$ cat src/rtl/decision_pkg.sv
// Shared fp16 constants, the fp16 score type and the NaN classifier used by the
// argmax decision stage.
package decision_pkg;

  localparam logic [4:0]  FP16_EXP_MAX  = 5'h1F;
  localparam logic [15:0] FP16_NEG_ZERO = 16'h8000;

  typedef logic [15:0] fp16_t;

  function automatic logic is_nan(fp16_t x);
    return (x[14:10] == FP16_EXP_MAX) && (x[9:0] != 10'd0);
  endfunction

endpackage

$ cat src/rtl/fp16_cmp.sv
// Combinational fp16 "a strictly greater than b" using a sign-folded unsigned key.
// Optional NaN filtering is selected by FP16_ARGMAX_NAN_FILTER_EN.
module fp16_cmp
  import decision_pkg::*;
(
  input  fp16_t a,
  input  fp16_t b,
  output logic  a_gt_b
);

  fp16_t a_norm;
  fp16_t b_norm;
  logic [15:0] a_key;
  logic [15:0] b_key;
  logic key_gt;

  // -0 is folded onto +0 so the two zeros compare equal and never displace each other.
  always_comb begin
    a_norm = (a == FP16_NEG_ZERO) ? 16'h0000 : a;
    b_norm = (b == FP16_NEG_ZERO) ? 16'h0000 : b;
    a_key  = a_norm[15] ? ~a_norm : (a_norm | 16'h8000);
    b_key  = b_norm[15] ? ~b_norm : (b_norm | 16'h8000);
    key_gt = a_key > b_key;
  end

`ifdef FP16_ARGMAX_NAN_FILTER_EN
  always_comb begin
    if (is_nan(a)) begin
      a_gt_b = 1'b0;
    end else if (is_nan(b)) begin
      a_gt_b = 1'b1;
    end else begin
      a_gt_b = key_gt;
    end
  end
`else
  assign a_gt_b = key_gt;
`endif

endmodule

$ cat src/rtl/fp16_argmax.sv
// Streaming argmax over NUM_CLASSES fp16 scores per frame; emits a one-cycle result pulse.
// Define FP16_ARGMAX_NAN_FILTER_EN to keep NaN scores from winning.
module fp16_argmax
  import decision_pkg::*;
#(
  parameter int DATA_WIDTH  = 16,
  parameter int NUM_CLASSES = 10
) (
  input  logic                           clk,
  input  logic                           rst,
  input  logic                           flush,
  input  logic                           valid_in,
  input  logic [DATA_WIDTH-1:0]          score,
  output logic                           busy,
  output logic                           valid_out,
  output logic [$clog2(NUM_CLASSES)-1:0] class_idx,
  output logic [DATA_WIDTH-1:0]          max_score
);

  localparam int IDX_WIDTH = $clog2(NUM_CLASSES);
  localparam logic [IDX_WIDTH-1:0] LAST_IDX = IDX_WIDTH'(NUM_CLASSES - 1);

  typedef enum logic {COLLECT} state_t;

  state_t                state_q;
  state_t                state_d;
  logic [IDX_WIDTH-1:0]  count_q, count_d;
  fp16_t                 run_max_q, run_max_d;
  logic [IDX_WIDTH-1:0]  run_idx_q, run_idx_d;
  logic                  valid_out_q, valid_out_d;
  logic [IDX_WIDTH-1:0]  class_idx_q, class_idx_d;
  fp16_t                 max_score_q, max_score_d;

  logic  score_gt;
  logic  take;
  fp16_t new_max;
  logic [IDX_WIDTH-1:0] new_idx;

  fp16_cmp u_cmp (
    .a      (fp16_t'(score)),
    .b      (run_max_q),
    .a_gt_b (score_gt)
  );

  // The first score of a frame always loads; later ones need a strict win so ties keep the lower index.
  always_comb begin
    take    = (count_q == '0) || score_gt;
    new_max = take ? fp16_t'(score) : run_max_q;
    new_idx = take ? count_q : run_idx_q;
  end

  always_comb begin
    state_d     = state_q;
    count_d     = count_q;
    run_max_d   = run_max_q;
    run_idx_d   = run_idx_q;
    valid_out_d = 1'b0;
    class_idx_d = class_idx_q;
    max_score_d = max_score_q;
    case (state_q)
      COLLECT: begin
        if (flush) begin
          count_d = '0;
        end else if (valid_in) begin
          run_max_d = new_max;
          run_idx_d = new_idx;
          if (count_q == LAST_IDX) begin
            count_d     = '0;
            valid_out_d = 1'b1;
            class_idx_d = new_idx;
            max_score_d = new_max;
          end else begin
            count_d = count_q + IDX_WIDTH'(1);
          end
        end
      end
      default: state_d = COLLECT;
    endcase
  end

  always_ff @(posedge clk or posedge rst) begin
    if (rst) begin
      state_q     <= COLLECT;
      count_q     <= '0;
      run_max_q   <= '0;
      run_idx_q   <= '0;
      valid_out_q <= 1'b0;
      class_idx_q <= '0;
      max_score_q <= '0;
    end else begin
      state_q     <= state_d;
      count_q     <= count_d;
      run_max_q   <= run_max_d;
      run_idx_q   <= run_idx_d;
      valid_out_q <= valid_out_d;
      class_idx_q <= class_idx_d;
      max_score_q <= max_score_d;
    end
  end

  assign busy      = (count_q != '0);
  assign valid_out = valid_out_q;
  assign class_idx = class_idx_q;
  assign max_score = DATA_WIDTH'(max_score_q);

endmodule

$ cat config.mk
export PLATFORM = sky130hd
export DESIGN_NAME = fp16_argmax
export DESIGN_NICKNAME = d
export VERILOG_FILES = /design/src/rtl/decision_pkg.sv /design/src/rtl/fp16_cmp.sv /design/src/rtl/fp16_argmax.sv
export SDC_FILE = /design/constraint.sdc
export NUM_CORES = 1
export LEC_CHECK = 0
export ABC_AREA = 1
export BUFFER_PORTS_ARGS = -buffer_cell sky130_fd_sc_hd__clkbuf_2
export CORE_UTILIZATION = 40
export CTS_CLUSTER_SIZE = 30
export DETAILED_ROUTE_END_ITERATION = 16
export SYNTH_ARGS = -nofsm -noshare
export SYNTH_HDL_FRONTEND = slang
export SYNTH_SLANG_ARGS = --single-unit
$ cat constraint.sdc
create_clock -name clk -period 3.52 [get_ports clk]
set_input_delay 0.528 -clock clk [delete_from_list [all_inputs] [get_ports clk]]
set_output_delay 0.528 -clock clk [all_outputs]
set_load 0.03 [all_outputs]
# Yosys cells after proc, flatten, opt, wreduce, memory -nomap -nowiden
# Index checks and enable logic that the tools add are counted.
[totals]
regBits = 45
inputBits = 20
out_inout_bits = 22
elab_cells = 32
[op_classes]
n_addsub = 1
magnitude_cmp = 1
eq_ne = 3
muxes = 12
n_bitwise = 3
n_reduce_logical = 6
[op_table]
columns = ["operator", "count"]
rows = [
  ["two-way mux 16 bit", 5],
  ["equality test 16 bit (second input constant)", 2],
  ["inverter 16 bit", 2],
  ["greater-than comparator 16 bit", 1],
  ["two-way mux 4 bit", 4],
  ["adder 4 x 1 -> 4 bit (second input constant)", 1],
  ["equality test 4 bit (second input constant)", 1],
  ["zero test 4 bit", 1],
  ["nonzero test 4 bit", 1],
  ["two-way mux 1 bit", 3],
  ["AND reduction 3 bit", 1],
  ["AND reduction 2 bit", 1],
  ["nonzero test 2 bit", 1],
  ["logical OR 1 bit", 1],
  ["inverter 1 bit", 1],
]

# Depth between registers and ports, before layout
[logic_depth]
ltp_word = 7
mapped_depth = 23
ltp_nobuf = 20

# Modules after synthesis
# A second synthesis with hierarchy kept.
[unflattened]
hier_cells = 418
area_unflattened_um2 = 3076.7
[modules_own_cells]
columns = ["mod", "n_inst", "cells_per_inst", "area_each_um2", "seq_area_each_um2"]
rows = [
  ["fp16_argmax", 1, 286, 2239.6, 1126.1],
  ["fp16_cmp", 1, 132, 837.1, 0.0],
]

# Worst setup path before layout
# No wires, ideal clock.
[synth_path]
path_kind = "input to register"
from = "input score[15]"
to = "register class_idx_q[0] (netlist: class_idx[0])"
setup_ps = 118
arrival_ps = 2718
t_required_ps = 3402
path_slack_ps = 684
cell_stages = 23
path_buffers = 3
cell_sequence = "buf_6 inv_6 nor2_2 nand2_2 nor2_4 a21oi_2 buf_4 nand2_1 o21ai_0 ha_1 inv_1 nor2_1 nor2_1 o31a_1 o21ai_0 nand3_1 nand2_2 nand2_4 nand2_4 buf_12 nand2_4 nand3_1 nand2_1"
[synth_via]
elab_chain_len = 7
[synth_lines]
columns = ["item", "line_no", "source"]
rows = [
  ["from (decl)", "fp16_argmax.sv:13", "input logic [DATA_WIDTH-1:0] score,"],
  ["equality test 16 bit", "fp16_cmp.sv:19", "a_norm = (a == FP16_NEG_ZERO) ? 16'h0000 : a;"],
  ["two-way mux 16 bit (*)", "fp16_cmp.sv:19", ""],
  ["inverter 16 bit", "fp16_cmp.sv:21", "a_key = a_norm[15] ? ~a_norm : (a_norm | 16'h8000);"],
  ["two-way mux 16 bit (*)", "fp16_cmp.sv:21", ""],
  ["greater-than comparator 16 bit (*)", "fp16_cmp.sv:23", "key_gt = a_key > b_key;"],
  ["logical OR 1 bit (*)", "fp16_argmax.sv:47", "take = (count_q == '0) || score_gt;"],
  ["two-way mux 4 bit (*)", "fp16_argmax.sv:49", "new_idx = take ? count_q : run_idx_q;"],
  ["to (signal assigned)", "fp16_argmax.sv:96", "class_idx_q <= class_idx_d;"],
  ["to (decl)", "fp16_argmax.sv:31", "logic [IDX_WIDTH-1:0] class_idx_q, class_idx_d;"],
]
# Every way passes the cells marked *; elsewhere a longest branch is shown, timed or not.
# A chain may end at the register's enable or synchronous reset.

# Worst setup path after layout
[layout_path]
from = "register run_max_q[2]"
to = "register max_score_q[11] (netlist: max_score[11])"
[layout_via]
elab_chain_len = 7
[layout_lines]
columns = ["item", "line_no", "source"]
rows = [
  ["from (decl)", "fp16_argmax.sv:28", "fp16_t run_max_q, run_max_d;"],
  ["from (signal assigned)", "fp16_argmax.sv:93", "run_max_q <= run_max_d;"],
  ["equality test 16 bit", "fp16_cmp.sv:20", "b_norm = (b == FP16_NEG_ZERO) ? 16'h0000 : b;"],
  ["two-way mux 16 bit (*)", "fp16_cmp.sv:20", ""],
  ["inverter 16 bit", "fp16_cmp.sv:22", "b_key = b_norm[15] ? ~b_norm : (b_norm | 16'h8000);"],
  ["two-way mux 16 bit (*)", "fp16_cmp.sv:22", ""],
  ["greater-than comparator 16 bit (*)", "fp16_cmp.sv:23", ""],
  ["logical OR 1 bit (*)", "fp16_argmax.sv:47", ""],
  ["two-way mux 16 bit (*)", "fp16_argmax.sv:48", "new_max = take ? fp16_t'(score) : run_max_q;"],
  ["to (signal assigned)", "fp16_argmax.sv:97", "max_score_q <= max_score_d;"],
  ["to (decl)", "fp16_argmax.sv:32", "fp16_t max_score_q, max_score_d;"],
]
# Marks and branches as above.

==> flow_summary.ini <==
[route]
avgRoutedWirePerCell_um = 13.6
postRouteAntennaNets = 0
vias = 2795
drt_iter0_drc = 119
drcViolationCount = 0
viasPerCell = 4.96
dr.pass1.iters = 4
wl_um = 7670

[timing]
fin_tns_setup_ps = 0
fin_skew_ps = 15.2
fin_crit_ps = 3130
min_period_over_period_pct = 88.9
relSlewSlack_pct = 37.4
max_slew.worst_pin.slew_ps = 938
setup_viol = 0
rsz0062_at_grt = false
hold_violations = 0
fmax_mhz = 320
drv_slew = 0

[clock_tree]
cts.sinks = 45
cts_setup_buffers = 0
cts_buffer_depth = 2
clkLatencyLatePin_ps = 300
cts_tree = done
cts_buffers = 5
ctsHoldBuffers = 0
clkTransAtPathRegs_ps = 100
post_cts_resized = 0
cts-root-buf = clkbuf_8
htreeDepth = 2

[synthesis]
synth_seq_area_share_pct = 36.4
ys_top_cells_by_area = dfrtp_1, nand2_1, nand3_1
synth_enable_flop_cells = 0
yosys.area_share.adder_pct = 7.28
yosysMostFrequentCell = nand2_1
synth_cell_types = 30
synth_top_family_by_area = simple AND/OR/NAND/NOR gates
synth_compound_area_share_pct = 6.87
syn_nets = 465
synth_mux_area_share_pct = 0
synth-xor-area-share_pct = 2.26
synth_ff_type = dfrtp_1
yosys.area.top_type = dfrtp_1
synthSimpleGateAreaFrac_pct = 38.0
async_flop_share_pct = 100
synth_common_cells = nand2_1, nand3_1, inv_1, dfrtp_1, nor2_1
postSynthCellCount = 427
avgSynthCellArea_um2 = 7.25
ys_warn_count = 0
synthDominantCellAreaShare_pct = 36.4
syn_area_um2 = 3100
ys_ff_latch = 45

[setup_path]
cpPeakStageDelay_ps = 400
required_ps = 3710
criticalPathCategory = flop to flop
crit_path_start_kind = flop
slowest_stage = dfrtp_1
critPathCaptureType = flop
path_max_fanout = 18
critPathTopFamily = simple AND/OR/NAND/NOR gates
arrival_ps = 3320
crit_buf_inv = 1
worstPathCellList = nor2_1 -> nand3_1 -> nor2_1 -> nand2_1 -> nand2_2 -> nand2_1 -> o21ai_0 -> ha_1 -> inv_1 -> nor2_1 -> nor2_1 -> o31a_1 -> o21ai_0 -> nand3_1 -> nand2_2 -> nand2_4 -> nand2_4 -> nand2_1 -> nand3_1 -> nand2_1

[placement]
place_congestion = 0.860
hpwl_um = 5710
io_buffers = 41
place_area_um2 = 3370

[pwr]
ir_drop_mv = 0.245
power.leakage_nw = 1.92
p_total_mw = 1.61
power.density_nw_per_um2 = 465

[die]
die_h_um = 90.0
die_area_um2 = 8090
rows = 31
dieWidth_um = 90.0
initial_utilization_pct = 42.0
io_pins = 42
core_area_um2 = 7370

[global_routing]
overflow = 0
grtUsageTotal_pct = 20.1
grt_max_degree = 46
antenna_found_initial = 0
grt_pass1_wl_um = 13300
grt_pass1_vias = 2727

[run_status]
outcome = finished clean

[layout]
drive_above_1_share_pct = 17.7
fin_area_um2 = 3460
diodes = 0
num-nets-final = 501
syn2layout_area_growth_pct = 11.9
final.fill_count = 772

[hold_path]
hp-class = input port to async pin

[job]
cap_viol_max_count = 0
## cell usage in the layout (no fill, tap or decap), types with 5 or more instances in the layout
cell / n
xor2_1: 7
nor2_1: 35
nand3_1: 65
o21ai_0: 19
nand2_2: 7
dfrtp_1: 45
clkbuf_8: 5
inv_1: 45
clkbuf_2: 41
nand2_1: 125
a21oi_1: 13
ha_1: 18
nand2_4: 13
## layout make-up
cell class                 count  area (um2)  share of cell area (%)
clock buffer                   5        68.8                    1.99
clock inverter                 3        21.3                   0.614
inverter                      48         185                    5.35
multi-input combinational    317        1680                    48.6
sequential                    45        1130                    32.5
tap                           99         124                    3.58
timing repair buffer          46         255                    7.37
## registers in the layout, indices dropped and copies added, names as in the netlist
signal and count:
max_score 16, run_max_q 16, class_idx 4, count_q 4, run_idx_q 4, valid_out 1
## through the flow
stage / utilization [%] / worst slack (ps) / cells / hold slack, ps
6_report: 47.0 / 390 / 563 / 421
5_1_grt: 47.0 / 5.64 / 563 / 506
4_1_cts: 47.0 / 413 / 563 / 452
3_5_place_dp: 45.8 / 232 / 555 / 466
3_3_place_gp: 45.8 / 310 / 555 / 461
2_1_floorplan: - / 684 / 427 / 449
## cell families (layout without fill, tap and decap cells)
group           Yosys count  count (layout)
simple gates            252             252
buf+inv                  65             102
flops                    45              45
compound gates           39              39
fa+ha+maj                18              18
xor+xnor                  8               8
## worst paths after layout
path / from / endpoint / slack, ps / cells past startpoint
max in group asynchronous: rst / run_max_q[6] / 2520 / 2
min in group clk: class_idx[1] / class_idx[1] / 490 / 2
worst max register to register: run_max_q[2] / max_score[11] / 390 / 20
worst min register to register: class_idx[1] / class_idx[1] / 490 / 2
worst max-delay path: run_max_q[2] / max_score[11] / 390 / 20
worst min-delay path: rst / run_idx_q[0] / 420 / 2
## power breakdown
group,internal [mW],leakage (nW),switching [mW]
clock network,0.141,0.0445,0.192
registers,0.576,0.589,0.0475
logic,0.226,1.29,0.429
total,0.943,1.92,0.668
## metal layers
metal | global-route usage [%] | vias to the layer above | share of wire [%]
li1 | - | 1432 | -
met1 | 28.4 | 1291 | 49
met2 | 32.9 | 65 | 46
met3 | 2.79 | 7 | 3.7
met4 | 4.17 | 0 | 1.1
met5 | 0 | - | 0
## worst register-to-register path, stage by stage (launching register included)
cell     delay, ps
dfrtp_1        400
nor2_1         180
nand3_1         90
nor2_1         140
nand2_1         80
nand2_2        290
nand2_1         80
o21ai_0        100
ha_1           150
inv_1           50
nor2_1          80
nor2_1          50
o31a_1         230
o21ai_0        140
nand3_1        100
nand2_2        120
nand2_4        100
nand2_4        320
nand2_1        160
nand3_1        100
nand2_1         60
No activity file was read; power rests on OpenSTA's default activity.
